[src/rtl/hamming_serial_encoder_param.sv]
// Serial Hamming / SECDED encoder with ready/valid on both sides.
// Input bits are gathered MSB first into a collection buffer. The full block is
// encoded and handed to a separate output shift stage, so the next block can be
// collected while the current codeword streams out.
module hamming_serial_encoder_param #(
  parameter int DATA_W  = 32,
  parameter int PAR_W   = 6,
  parameter int EXT_PAR = 1,
  parameter int CNT_W   = 16
) (
  input  logic             clk_in,
  input  logic             rst,
  input  logic             data_in,
  input  logic             data_valid,
  output logic             data_in_ready,
  output logic             data_out,
  output logic             data_out_valid,
  input  logic             data_out_ready,
  output logic             data_out_last,
  output logic [CNT_W-1:0] blk_cnt
);

  localparam int N_H    = DATA_W + PAR_W;
  localparam int CODE_W = N_H + EXT_PAR;
  localparam int IN_W   = (DATA_W > 1) ? $clog2(DATA_W) : 1;
  localparam int OUT_W  = $clog2(CODE_W);
  localparam logic [IN_W-1:0]  IN_LAST  = IN_W'(DATA_W - 1);
  localparam logic [OUT_W-1:0] OUT_LAST = OUT_W'(CODE_W - 1);

  generate
    if (DATA_W < 1) begin : g_badDataW
      $error("hamming_serial_encoder_param: DATA_W must be at least 1");
    end
    if ((2 ** PAR_W) < (DATA_W + PAR_W + 1)) begin : g_badParW
      $error("hamming_serial_encoder_param: PAR_W too small for DATA_W");
    end
  endgenerate

  typedef enum logic {COLLECT, FULL} inState_t;
  typedef enum logic {IDLE, SEND} outState_t;

  inState_t          r_inState;
  inState_t          w_inNext;
  outState_t         r_outState;
  outState_t         w_outNext;
  logic [IN_W-1:0]   r_inCnt;
  logic [DATA_W-1:0] r_dataBuf;
  logic [CODE_W-1:0] r_outShift;
  logic [OUT_W-1:0]  r_outIdx;
  logic [CNT_W-1:0]  r_blkCnt;
  logic [CODE_W-1:0] w_code;
  logic              w_inAccept;
  logic              w_outAdvance;
  logic              w_lastHs;
  logic              w_load;

  // Codeword bit 0 is Hamming position 1 (sent first). Data fills the
  // non-power-of-two positions in ascending order, oldest bit first, then each
  // parity bit covers the positions whose index has its bit set.
  function automatic logic [CODE_W-1:0] encodeBlock(input logic [DATA_W-1:0] d);
    logic [CODE_W-1:0] c;
    logic              p;
    int                k;
    c = '0;
    k = DATA_W - 1;
    for (int pos = 1; pos <= N_H; pos++) begin
      if ((pos & (pos - 1)) != 0) begin
        c[pos-1] = d[k];
        k--;
      end
    end
    for (int i = 0; i < PAR_W; i++) begin
      p = 1'b0;
      for (int pos = 1; pos <= N_H; pos++) begin
        if (((pos >> i) & 1) == 1) p = p ^ c[pos-1];
      end
      if ((1 << i) <= N_H) c[(1 << i) - 1] = p;
    end
    if (EXT_PAR != 0) c[CODE_W-1] = ^c[N_H-1:0];
    return c;
  endfunction

  assign w_inAccept   = data_valid && (r_inState == COLLECT);
  assign w_outAdvance = (r_outState == SEND) && data_out_ready;
  assign w_lastHs     = w_outAdvance && (r_outIdx == OUT_LAST);
  assign w_load       = (r_inState == FULL) && ((r_outState == IDLE) || w_lastHs);

  // Encode the held block combinationally; it is only sampled on a transfer.
  always_comb begin
    w_code = encodeBlock(r_dataBuf);
  end

  // State registers for the input and output FSMs.
  always_ff @(posedge clk_in or posedge rst) begin
    if (rst) begin
      r_inState  <= COLLECT;
      r_outState <= IDLE;
    end else begin
      r_inState  <= w_inNext;
      r_outState <= w_outNext;
    end
  end

  // Next-state logic; a final-bit handshake with a full input reloads with no gap.
  always_comb begin
    w_inNext  = r_inState;
    w_outNext = r_outState;
    case (r_inState)
      COLLECT: if (w_inAccept && (r_inCnt == IN_LAST)) w_inNext = FULL;
      FULL:    if (w_load) w_inNext = COLLECT;
      default: w_inNext = COLLECT;
    endcase
    case (r_outState)
      IDLE:    if (w_load) w_outNext = SEND;
      SEND:    if (w_lastHs) w_outNext = w_load ? SEND : IDLE;
      default: w_outNext = IDLE;
    endcase
  end

  // Port outputs decoded from state and the output shift register.
  always_comb begin
    data_in_ready  = (r_inState == COLLECT);
    data_out_valid = (r_outState == SEND);
    data_out       = r_outShift[0];
    data_out_last  = (r_outState == SEND) && (r_outIdx == OUT_LAST);
    blk_cnt        = r_blkCnt;
  end

  // Collection buffer: shift accepted bits in so the first one ends at the MSB.
  always_ff @(posedge clk_in or posedge rst) begin
    if (rst) begin
      r_inCnt   <= '0;
      r_dataBuf <= '0;
    end else if (w_inAccept) begin
      r_dataBuf <= DATA_W'({r_dataBuf, data_in});
      r_inCnt   <= (r_inCnt == IN_LAST) ? '0 : r_inCnt + 1'b1;
    end
  end

  // Output stage: load a fresh codeword or shift one bit per handshake.
  always_ff @(posedge clk_in or posedge rst) begin
    if (rst) begin
      r_outShift <= '0;
      r_outIdx   <= '0;
    end else if (w_load) begin
      r_outShift <= w_code;
      r_outIdx   <= '0;
    end else if (w_outAdvance) begin
      r_outShift <= r_outShift >> 1;
      r_outIdx   <= r_outIdx + 1'b1;
    end
  end

  // Count completed codewords; wraps naturally at the counter width.
  always_ff @(posedge clk_in or posedge rst) begin
    if (rst) begin
      r_blkCnt <= '0;
    end else if (w_lastHs) begin
      r_blkCnt <= r_blkCnt + 1'b1;
    end
  end

endmodule
[config.mk]
export PLATFORM = sky130hd
export DESIGN_NAME = hamming_serial_encoder_param
export DESIGN_NICKNAME = d
export VERILOG_FILES = /design/src/rtl/hamming_serial_encoder_param.sv
export SDC_FILE = /design/constraint.sdc
export NUM_CORES = 1
export LEC_CHECK = 0
export BUFFER_PORTS_ARGS = -buffer_cell sky130_fd_sc_hd__buf_2
export CAP_MARGIN = 0
export CELL_PAD_IN_SITES_DETAIL_PLACEMENT = 1
export CELL_PAD_IN_SITES_GLOBAL_PLACEMENT = 2
export CORE_MARGIN = 3
export CORE_UTILIZATION = 35
export DETAILED_ROUTE_END_ITERATION = 7
export PLACE_DENSITY = 0.8
export SYNTH_ARGS = -nofsm -noshare
export SYNTH_HDL_FRONTEND = slang
export SYNTH_SLANG_ARGS = --single-unit
[constraint.sdc]
create_clock -name clk_in -period 3.75 [get_ports clk_in]
set_clock_uncertainty 0.2 [all_clocks]
set_input_delay 0.375 -clock clk_in [delete_from_list [all_inputs] [get_ports clk_in]]
set_output_delay 0.375 -clock clk_in [all_outputs]
set_load 0.005 [all_outputs]
==> impl_metrics.csv, run 1 <==
group,metric,value,unit
clock_network,ctsLongestPathBuffers,2,
global_route,antenna_found_initial,0,
flow_run,drv_cap,0,
clock_network,numCtsBuffers,9,
critical_path,critPathLaunchType,"register",
placed_design,place_area,5130,um2
final_layout,area_growth,12.9,%
placed_design,port-buffer-count,24,
critical_path,critPathBufInv,2,
critical_path,crit_type,"register to register",
worst_hold_path,hold_path.class,"input port to asynchronous set/reset pin",
logic_synthesis,synth_warnings,0,
global_route,grt_pass1_vias,3514,
clock_network,cts.clk_slew.worst_paths,0.07,ns
logic_synthesis,synth_top_area_share,51.7,%
critical_path,crit_slowest_cell,"buf_4",
timing,finalCritPeriodShare,73.5,%
die,ioPinCount,25,
final_layout,n_fill_cell,1471,
logic_synthesis,synth_fp_nets,470,
clock_network,postCtsSetupBuffers,0,
pwr,p_clk_share,17.5,%
global_route,grt_max_degree,79,
critical_path,reg2regPathDepth,9,
critical_path,crit_path_cell_trace,"inv_1, ha_1, nor4bb_1, nand3_1, nand2_1, nand2_2, buf_4, nor2_1, a31oi_1",
critical_path,cp_data_required_time,3.77,ns
timing,report.final.slew_viol_count,0,
timing,rsz0062_at_grt,"no",
critical_path,r2r-start,"r_outIdx[0]$_DFFE_PP0P_",
placed_design,place_hpwl,7.08,mm
clock_network,clkLatencyLatePin,0.36,ns
global_route,grt_overflow,0,
clock_network,clock_sinks,100,
die,initial_core_util,36.1,%
final_layout,multi_input_area,2230,um2
logic_synthesis,synth.distinct_cells,27,
logic_synthesis,synth_cells,460,
logic_synthesis,synth_area_leaders,"dfrtp_1, xnor2_1, mux2_2",
timing,holdWs,0.0371,ns
global_route,grt_busiest_layer,"met2",
logic_synthesis,yosysSeqAreaShare,51.7,%
die,die_area,15300,um2
drt,drt-initial-drc-count,142,
logic_synthesis,yosysTopAreaCell,"dfrtp_1",
drt,first_pass_iters,4,
pwr,seqPwrFrac,31.5,%
drt,route.detailed.drc,0,
critical_path,cp.arrival,2.78,ns
drt,vias_per_cell,5.00,
timing,relSlewSlack,32.9,%
final_layout,n_antenna_cell,0,
critical_path,critPathMaxStageDelay,0.43,ns
final_layout,fin_nets,487,
drt,routed_wl,10.5,mm
logic_synthesis,synth-seq-cells,100,
final_layout,fin_area,5460,um2
critical_path,r2r_end,"r_outShift[31]$_DFFE_PP0P_",
logic_synthesis,synth_area,4840,um2
die,fp.coreArea,13400,um2
die,die_y,124,um
logic_synthesis,ys.flop_type,"dfrtp_1",
timing,setup_tns,0,ns
global_route,grt.total_usage,15.5,%
drt,post_drt_wl_per_cell,16.0,um
final_layout,final_layout_size_suffix_gt1_share,17.4,%
global_route,gr-usage-met1,20.1,%
die,die_width,124,um
critical_path,cp-end-kind,"register",
placed_design,gp_congestion,0.757,
logic_synthesis,synth_area_per_cell,10.5,um2
critical_path,cp-startpoint,"r_outIdx[0]$_DFFE_PP0P_",
run_status,status,"completed",
global_route,use_met2,25.7,%
timing,setup_viol,0,
final_layout,regArea,2500,um2
clock_network,htreeDepth,3,
pwr,leakage,2.49,nW
critical_path,cp_top_family,"simple AND/OR/NAND/NOR gates",
pwr,p_per_area,1070,nW/um2
timing,worstMarginPinSlew,1.01,ns
die,row_count,42,
drt,num_vias,3287,
critical_path,path_max_fanout,40,
drt,antenna_left,0,
logic_synthesis,synth_edf_count,0,
pwr,power.switching,2.17,mW
clock_network,root_buffer,"clkbuf_16",
global_route,grt_use_met3,4.44,%
critical_path,regToRegSetupSlack,0.99,ns
clock_network,cts_repair_resize_count,0,
pwr,internal_power,3.65,mW
pwr,p_sw_share,37.3,%
timing,fmax,363,MHz
logic_synthesis,synth-async-reset-ratio,100,%
critical_path,crit_cells,9,
clock_network,hold_buffers,0,
timing,final_hold_viol_count,0,
pwr,vdd_drop_max,0.000593,V
clock_network,cts_tree,"yes",
timing,finalCriticalPeriod,2.76,ns
pwr,p_comb_share,51.0,%
global_route,grt_pass1_wl,18.3,mm
-- cells in the final DEF (no fill, tap or decap), types with 2 or more instances in the layout --
master,n
ha_1,5
and4_1,2
nand4_1,4
and2_1,4
buf_4,6
buf_2,24
xnor3_1,8
dfrtp_1,100
a21oi_1,3
xor2_1,14
inv_1,3
nand3_1,6
and3_1,7
xnor2_1,54
bufinv_16,2
mux2_2,34
o21ai_0,5
a31oi_1,37
nand2_1,96
clkinvlp_4,3
clkbuf_16,9
nor2_1,45
-- cell usage after synthesis (5+ instances only) --
cell	n
xor2_1	14
dfrtp_1	100
xnor3_1	8
a31oi_1	37
xnor2_1	54
nand2_1	97
nor2_1	45
and3_1	7
mux2_2	34
nand3_1	6
o21ai_0	5
clkbuf_1	19
ha_1	5
-- power by group through the flow --
stage	logic [mW]	clock network [mW]	registers (mW)
floorplan	2.44	0	1.72
global placement	2.93	0	1.84
detailed placement	3.02	0	1.85
CTS	3.02	1.05	1.84
global route	3.25	1.10	1.90
finish	2.97	1.02	1.83
-- layout make-up --
class / count / area share (%)
clock buffers: 9 / 4.12
clock inverters: 7 / 1.83
inverters: 4 / 0.321
multi-input cells: 332 / 40.8
flip-flops and latches: 100 / 45.8
well taps: 176 / 4.03
repair buffers: 30 / 3.02
-- flip-flops by register name, indices dropped and copies added (netlist names) --
signal,count
r_inCnt,5
r_inState,1
r_outIdx,6
blk_cnt,16
r_outShift,39
data_out_valid,1
r_dataBuf,32
-- stage by stage --
stage | cells | utilization (%) | power [mW] | setup WS [ns]
after global routing | 658 | 40.7 | 6.25 | 0.643
final | 658 | 40.7 | 5.82 | 0.992
after CTS | 658 | 40.7 | 5.91 | 0.932
after floorplan | 460 | - | 4.17 | 0.556
after detailed placement | 642 | 38.3 | 4.87 | 0.961
after global placement | 642 | 38.3 | 4.76 | 1.04
-- worst max path at each step --
| stage | to |
|---|---|
| global route | r_outShift[0]$_DFFE_PP0P_ |
| finish | r_outShift[31]$_DFFE_PP0P_ |
| detailed placement | r_outShift[31]$_DFFE_PP0P_ |
| floorplan | blk_cnt[0]$_DFFE_PP0P_ |
| global placement | r_outShift[3]$_DFFE_PP0P_ |
| CTS | r_outShift[31]$_DFFE_PP0P_ |
-- kinds of logic after synthesis --
logic type	Yosys count	synth area share (%)
flops	100	51.7
fa+ha+maj	5	1.29
buf+inv	28	2.20
mux	34	7.92
xor+xnor	77	16.4
compound gates	48	6.08
simple gates	168	14.4
-- routing by layer --
layer / part of all wire (%) / up-vias
li1: - / 1570
met1: 46 / 1671
met2: 49 / 34
met3: 3.0 / 12
met4: 1.4 / 0
met5: 0 / -
No activity file was read; power rests on OpenSTA's default activity.
==> run 2, diff against run 1 <==
--- a/config.mk
+++ b/config.mk
@@ -12,7 +12,7 @@
 export CORE_MARGIN = 3
 export CORE_UTILIZATION = 35
 export DETAILED_ROUTE_END_ITERATION = 7
-export PLACE_DENSITY = 0.8
+export PLACE_DENSITY = 0.83
 export SYNTH_ARGS = -nofsm -noshare
 export SYNTH_HDL_FRONTEND = slang
 export SYNTH_SLANG_ARGS = --single-unit
==> constraint.sdc (replaced) <==
create_clock -name clk_in -period 2.48 [get_ports clk_in]
set_clock_uncertainty 0.2 [all_clocks]
set_input_delay 0.248 -clock clk_in [delete_from_list [all_inputs] [get_ports clk_in]]
set_output_delay 0.248 -clock clk_in [all_outputs]
set_load 0.005 [all_outputs]
==> run 2 against run 1 <==
Against the previous run:
- flip-flop and latch count stayed put
- hold slack better by 0.067 ns
- clock-buffer cell count unchanged
- first-iteration DRC count decreased by 15%
- routed wire length shrank 1.1%
- die area did not move
- clock power increased by 33%
- global-route usage fell by 0.81 points
- via count up 0.85%
- power is 50% higher
- core utilization increased by 0.38 points
- critical endpoint is now r_outShift[38]$_DFFE_PP0P_
==> impl_metrics.csv, run 2 (same netlist as run 1, synthesis figures left out) <==
group,metric,value,unit
run_status,status,"completed",
critical_path,crit_type,"register to register",
final_layout,layout_commonest_cell,"dfrtp_1",
clock_network,htreeDepth,3,
critical_path,critPathLaunchType,"register",
global_route,grt_overflow,0,
pwr,p_comb_share,52.9,%
critical_path,reg2regPathDepth,6,
timing,finalCriticalPeriod,2.36,ns
clock_network,cts.clk_slew.worst_paths,0.07,ns
worst_hold_path,hold_path.class,"input port to register",
pwr,internal_power,5.50,mW
final_layout,fin_nets,493,
timing,relSlewSlack,61.5,%
pwr,leakage,2.52,nW
timing,fmax,423,MHz
pwr,power,8.76,mW
die,ioPinCount,25,
global_route,grt_max_degree,101,
die,initial_core_util,36.1,%
pwr,p_clk_share,15.5,%
critical_path,critPathMaxStageDelay,0.45,ns
drt,first_pass_iters,4,
clock_network,ctsLongestPathBuffers,2,
critical_path,regToRegSetupSlack,0.12,ns
placed_design,place_hpwl,6.90,mm
timing,rsz0062_at_grt,"no",
final_layout,top_register,"r_outShift",
timing,setup_tns,0,ns
global_route,grt_pass1_vias,3559,
die,die_y,124,um
die,fp.coreArea,13400,um2
critical_path,cp.arrival,2.43,ns
placed_design,gp_congestion,0.741,
drt,antenna_left,0,
pwr,power.switching,3.26,mW
drt,drt-initial-drc-count,121,
final_layout,final_layout_size_suffix_gt1_share,18.9,%
drt,routed_wl,10.4,mm
die,row_count,42,
pwr,p_sw_share,37.2,%
final_layout,final_util,41.1,%
flow_run,drv_cap,0,
clock_network,numCtsBuffers,9,
timing,setup_viol,0,
critical_path,cp_data_required_time,2.54,ns
final_layout,n_antenna_cell,0,
timing,report.final.slew_viol_count,0,
clock_network,clkLatencyLatePin,0.35,ns
critical_path,path_max_fanout,5,
clock_network,cts_tree,"yes",
drt,route.detailed.drc,0,
die,die_width,124,um
critical_path,r2r_end,"r_outShift[38]$_DFFE_PP0P_",
timing,finalCritPeriodShare,95.3,%
pwr,vdd_drop_max,0.000945,V
timing,final_hold_viol_count,0,
critical_path,r2r-start,"r_dataBuf[29]$_DFFE_PP0P_",
global_route,grt.total_usage,14.7,%
clock_network,clock_sinks,100,
final_layout,n_fill_cell,1489,
drt,num_vias,3315,
placed_design,port-buffer-count,24,
critical_path,critPathMostFrequentCell,"xnor3_1",
critical_path,cp-end-kind,"register",
critical_path,crit_slowest_cell,"dfrtp_2",
global_route,grt_pass1_wl,17.7,mm
clock_network,root_buffer,"clkbuf_16",
critical_path,crit_path_end,"r_outShift[38]$_DFFE_PP0P_",
final_layout,area_growth,14.0,%
critical_path,crit_path_cell_trace,"xnor2_2, xnor3_1, xnor3_1, xnor3_1, xnor2_1, o2bb2ai_1",
drt,post_drt_wl_per_cell,15.7,um
die,die_area,15300,um2
pwr,seqPwrFrac,31.7,%
final_layout,layout_common_cells,"dfrtp_1, nand2_1, xnor2_1, nor2_1, a31oi_1",
pwr,p_per_area,1590,nW/um2
timing,worstMarginPinSlew,0.578,ns
drt,vias_per_cell,4.99,
critical_path,cp-startpoint,"r_dataBuf[29]$_DFFE_PP0P_",
final_layout,largest_reg_flops,39,
global_route,antenna_found_initial,0,
[run 2: cell count changes in the layout (fill, tap and decap cells not counted), moves of 2 or more]
cell / previous run / this run
buf_12: 0 / 2
buf_4: 6 / 8
bufinv_16: 2 / 0
dfrtp_1: 100 / 98
dfrtp_2: 0 / 2
dlygate4sd3_1: 0 / 2
[run 2: power by group through the flow]
stage | clock [mW] | sequential (mW) | combinational (mW)
4_1_cts | 1.40 | 2.77 | 4.59
3_3_place_gp | 0 | 2.76 | 4.38
3_5_place_dp | 0 | 2.79 | 4.56
2_1_floorplan | 0 | 2.61 | 3.69
6_report | 1.36 | 2.77 | 4.63
5_1_grt | 1.46 | 2.88 | 5.08
[run 2: stage by stage]
step	instances	hold WS (ns)	cell area (um2)	setup WS, ns
6_report	664	0.105	5510	0.116
5_1_grt	664	0.132	5510	0.00875
4_1_cts	663	0.0977	5490	0.0668
3_5_place_dp	645	0.255	5180	0.0944
3_3_place_gp	645	0.253	5180	0.189
2_1_floorplan	460	0.199	4840	0.245
[run 2: timing repair]
action                     CTS  global route
setup buffers                0             1
hold buffers                 2             0
hold endpoints to repair   101             0
gates resized for setup      0             4
setup endpoints to repair    0            26
[run 2: final cells by class]
cell class,count,area [um2],area share [%]
timing repair buffer,36,240,4.36
clock inverter,7,58.8,1.07
clock buffer,9,225,4.09
sequential,100,2500,45.4
tap,176,220,4.00
multi-input combinational,332,2240,40.7
inverter,4,18.8,0.341
[run 2: layer usage]
| layer | GRT usage, % | vias up | share of wire (%) |
|---|---|---|---|
| li1 | - | 1587 | - |
| met1 | 19.2 | 1680 | 48 |
| met2 | 24.7 | 38 | 48 |
| met3 | 3.20 | 10 | 2.8 |
| met4 | 4.15 | 0 | 1.2 |
| met5 | 0 | - | 0 |
[run 2: worst min path at each step]
| stage | slack, ns | cells past startpoint | start | end |
|---|---|---|---|---|
| finish | 0.10 | 3 | data_out_ready | blk_cnt[0]$_DFFE_PP0P_ |
| global route | 0.13 | 3 | data_out_ready | blk_cnt[0]$_DFFE_PP0P_ |
| CTS | 0.1 | 3 | data_out_ready | blk_cnt[0]$_DFFE_PP0P_ |
| detailed placement | 0.26 | 3 | rst | data_out_valid$_DFF_PP0_ |
| global placement | 0.25 | 3 | rst | r_inCnt[2]$_DFFE_PP0P_ |
| floorplan | 0.20 | 1 | data_in | r_dataBuf[0]$_DFFE_PP0P_ |
[run 2: critical path, delay by kind of cell (launching register included)]
| family | cells | cell delay [ns] |
|---|---|---|
| xor+xnor | 5 | 1.50 |
| flops | 1 | 0.45 |
| compound gates | 1 | 0.13 |
==> run 3, diff against run 2 <==
--- a/config.mk
+++ b/config.mk
@@ -5,14 +5,17 @@
 export SDC_FILE = /design/constraint.sdc
 export NUM_CORES = 1
 export LEC_CHECK = 0
+export ABC_AREA = 1
 export BUFFER_PORTS_ARGS = -buffer_cell sky130_fd_sc_hd__buf_2
 export CAP_MARGIN = 0
 export CELL_PAD_IN_SITES_DETAIL_PLACEMENT = 1
 export CELL_PAD_IN_SITES_GLOBAL_PLACEMENT = 2
 export CORE_MARGIN = 3
-export CORE_UTILIZATION = 35
+export CORE_UTILIZATION = 33
 export DETAILED_ROUTE_END_ITERATION = 7
-export PLACE_DENSITY = 0.83
+export GPL_ROUTABILITY_DRIVEN = 0
+export PLACE_DENSITY = 0.85
+export SETUP_SLACK_MARGIN = 0.02
 export SYNTH_ARGS = -nofsm -noshare
 export SYNTH_HDL_FRONTEND = slang
 export SYNTH_SLANG_ARGS = --single-unit
==> run 3 against run 2 <==
Against the previous run:
- power grew 7.4%
- hold slack gained 0.016 ns
- global-route usage increased by 2.9 points
- non-clock buffer count is 13 higher
- critical path type unchanged
- fmax up 1.4%
- synthesized cell count grew 54%
- die area grew 19%
- flip-flop and latch count stayed put
- critical path depth is 5 higher
- combinational power increased by 15%
- highest routed layer unchanged
==> impl_metrics.csv, run 3 <==
group,metric,value,unit
critical_path,critPathBufInv,1,
drt,num_vias,4782,
timing,fmax,429,MHz
clock_network,ctsLongestPathBuffers,2,
placed_design,place_hpwl,11.1,mm
drt,post_drt_wl_per_cell,15.8,um
pwr,p_per_area,1500,nW/um2
logic_synthesis,synth_area_leaders,"dfrtp_1, nand2_1, nand3_1",
global_route,grt_overflow,0,
timing,final_hold_viol_count,0,
drt,antenna_left,0,
die,ioPinCount,25,
logic_synthesis,synth-seq-cells,100,
logic_synthesis,synth-async-reset-ratio,100,%
final_layout,area_growth,14.5,%
final_layout,fin_area,6290,um2
timing,report.final.slew_viol_count,0,
clock_network,cts.clk_slew.worst_paths,0.07,ns
timing,relSlewSlack,63.2,%
clock_network,root_buffer,"clkbuf_16",
final_layout,top_register,"r_outShift",
die,die_width,135,um
flow_run,drv_cap,0,
logic_synthesis,yosysTopAreaCell,"dfrtp_1",
global_route,grt_max_degree,101,
final_layout,n_fill_cell,1970,
placed_design,place_area,5920,um2
drt,route.detailed.drc,0,
timing,finalCriticalPeriod,2.33,ns
die,initial_core_util,34.2,%
clock_network,clkLatencyLatePin,0.36,ns
clock_network,cts_tree,"yes",
final_layout,largest_reg_flops,39,
logic_synthesis,synth_warnings,0,
die,row_count,46,
logic_synthesis,synth_cells,710,
logic_synthesis,synth_area,5490,um2
critical_path,cp_top_family,"simple AND/OR/NAND/NOR gates",
global_route,antenna_found_initial,0,
critical_path,cp-end-kind,"register",
global_route,grt_pass1_wl,25.8,mm
logic_synthesis,synth_top_area_share,45.6,%
timing,setup_tns,0,ns
critical_path,crit_path_cell_trace,"inv_2, ha_1, nand3_1, nor3_2, and2_4, nand2_4, nor3_4, nand2_2, or3_4, nor2_2, xor2_1",
clock_network,clock_sinks,100,
global_route,grt_pass1_vias,5137,
worst_hold_path,hold_path.class,"input port to register",
critical_path,path_max_fanout,5,
die,die_area,18200,um2
logic_synthesis,synth_edf_count,0,
global_route,use_met2,30.4,%
pwr,power,9.40,mW
logic_synthesis,yosysSeqAreaShare,45.6,%
final_layout,layout_commonest_cell,"nand2_1",
logic_synthesis,synth_fp_nets,720,
timing,setup_viol,0,
critical_path,crit_type,"register to register",
logic_synthesis,synth.most_common_cell,"nand2_1",
final_layout,n_antenna_cell,0,
drt,first_pass_iters,4,
drt,routed_wl,15.1,mm
critical_path,crit_slowest_cell,"dfrtp_1",
die,fp.coreArea,16100,um2
die,die_y,135,um
global_route,grt_use_met3,3.87,%
run_status,status,"completed",
critical_path,cp.arrival,2.41,ns
clock_network,htreeDepth,3,
logic_synthesis,synth_area_per_cell,7.73,um2
final_layout,multi_input_area,2590,um2
placed_design,port-buffer-count,24,
global_route,grt.total_usage,17.6,%
drt,drt-initial-drc-count,248,
drt,vias_per_cell,4.98,
global_route,grt_busiest_layer,"met2",
final_layout,final_layout_size_suffix_gt1_share,11.6,%
logic_synthesis,ys.flop_type,"dfrtp_1",
final_layout,regArea,2500,um2
critical_path,cp_data_required_time,2.56,ns
final_layout,layout_common_cells,"nand2_1, dfrtp_1, inv_1, nand3_1, o21ai_0",
pwr,leakage,3.10,nW
timing,finalCritPeriodShare,94.0,%
pwr,vdd_drop_max,0.000577,V
global_route,gr-usage-met1,22.8,%
clock_network,numCtsBuffers,9,
logic_synthesis,ys_top_cells_by_count,"nand2_1, dfrtp_1, inv_1, nand3_1, o21ai_0",
timing,worstMarginPinSlew,0.552,ns
critical_path,critPathLaunchType,"register",
timing,rsz0062_at_grt,"no",
critical_path,critPathMaxStageDelay,0.40,ns
final_layout,fin_nets,749,
logic_synthesis,synth.distinct_cells,30,
-- run 3: cell types whose count changed after synthesis, sizes merged, moves of 7 or more --
cell and change:
a31oi -37, and3 -7, clkbuf +7, inv +79
mux2 -33, nand2 +139, nand3 +70, nor2 -23
nor3 +7, o211ai +32, o21ai +37, xnor2 -29
xnor3 -8, xor2 +7
-- run 3: power breakdown --
group / internal [mW] / switching (mW) / leakage [nW] / total [mW]
registers: 2.18 / 0.568 / 1.33 / 2.75
clock network: 0.686 / 0.662 / 0.130 / 1.35
logic: 1.90 / 3.41 / 1.63 / 5.31
total: 4.76 / 4.64 / 3.10 / 9.40
-- run 3: layout make-up --
type | count | share of cell area, %
multi-input combinational | 496 | 41.3
sequential | 100 | 39.8
timing repair buffer | 49 | 5.29
inverter | 83 | 5.02
tap | 216 | 4.30
clock buffer | 11 | 3.70
clock inverter | 5 | 0.617
-- run 3: kinds of logic after synthesis --
family                     after synthesis  share of synthesized area [%]
and+or+nand+nor                        357                           27.8
buffers and inverters                  114                           7.95
DFF                                    100                           45.6
AOI/OAI and AO/OA                       86                           9.80
xor gates and xnor gates                47                           7.50
adders and majority gates                5                           1.14
muxes                                    1                          0.205
-- run 3: final timing paths --
| check | start | to | slack [ns] | depth (start not counted) |
|---|---|---|---|---|
| max reg2reg | r_outIdx[0]$_DFFE_PP0P_ | blk_cnt[15]$_DFFE_PP0P_ | 0.15 | 11 |
| max in group asynchronous | rst | r_outShift[38]$_DFFE_PP0P_ | 1.26 | 4 |
| max | r_outIdx[0]$_DFFE_PP0P_ | blk_cnt[15]$_DFFE_PP0P_ | 0.15 | 11 |
| min reg2reg | blk_cnt[15]$_DFFE_PP0P_ | blk_cnt[15]$_DFFE_PP0P_ | 0.29 | 1 |
| min | data_out_ready | blk_cnt[3]$_DFFE_PP0P_ | 0.12 | 5 |
| min in group asynchronous | rst | blk_cnt[9]$_DFFE_PP0P_ | 0.41 | 4 |
-- run 3: worst reg2reg max path: stages (launching register included) --
cell and delay [ns]:
dfrtp_1 0.40, inv_2 0.10, ha_1 0.15, nand3_1 0.08, nor3_2 0.16, and2_4 0.19
nand2_4 0.07, nor3_4 0.20, nand2_2 0.10, or3_4 0.35, nor2_2 0.11, xor2_1 0.15
-- run 3: layer usage --
| metal | up-vias | wire length (um) |
|---|---|---|
| met1 | 2381 | 7110 |
| met3 | 14 | 423 |
| met5 | - | 0 |
| met4 | 0 | 179 |
| met2 | 41 | 7420 |
| li1 | 2346 | - |
-- run 3: per-stage QoR --
stage	utilization, %	worst slack [ns]	hold slack (ns)	std cells
final	39.1	0.148	0.121	960
after global routing	39.1	0.00427	0.109	960
after global placement	36.9	0.152	0.251	938
after detailed placement	36.9	0.0499	0.269	938
after floorplan	-	0.355	0.169	710
after CTS	38.7	0.0321	0.0918	956
-- run 3: what timing repair did --
action / CTS / global route
setup endpoints to repair: 0 / 36
gates resized for setup: 0 / 17
setup buffers: 0 / 4
endpoints found under the hold margin: 101 / 0
hold buffers: 2 / 0
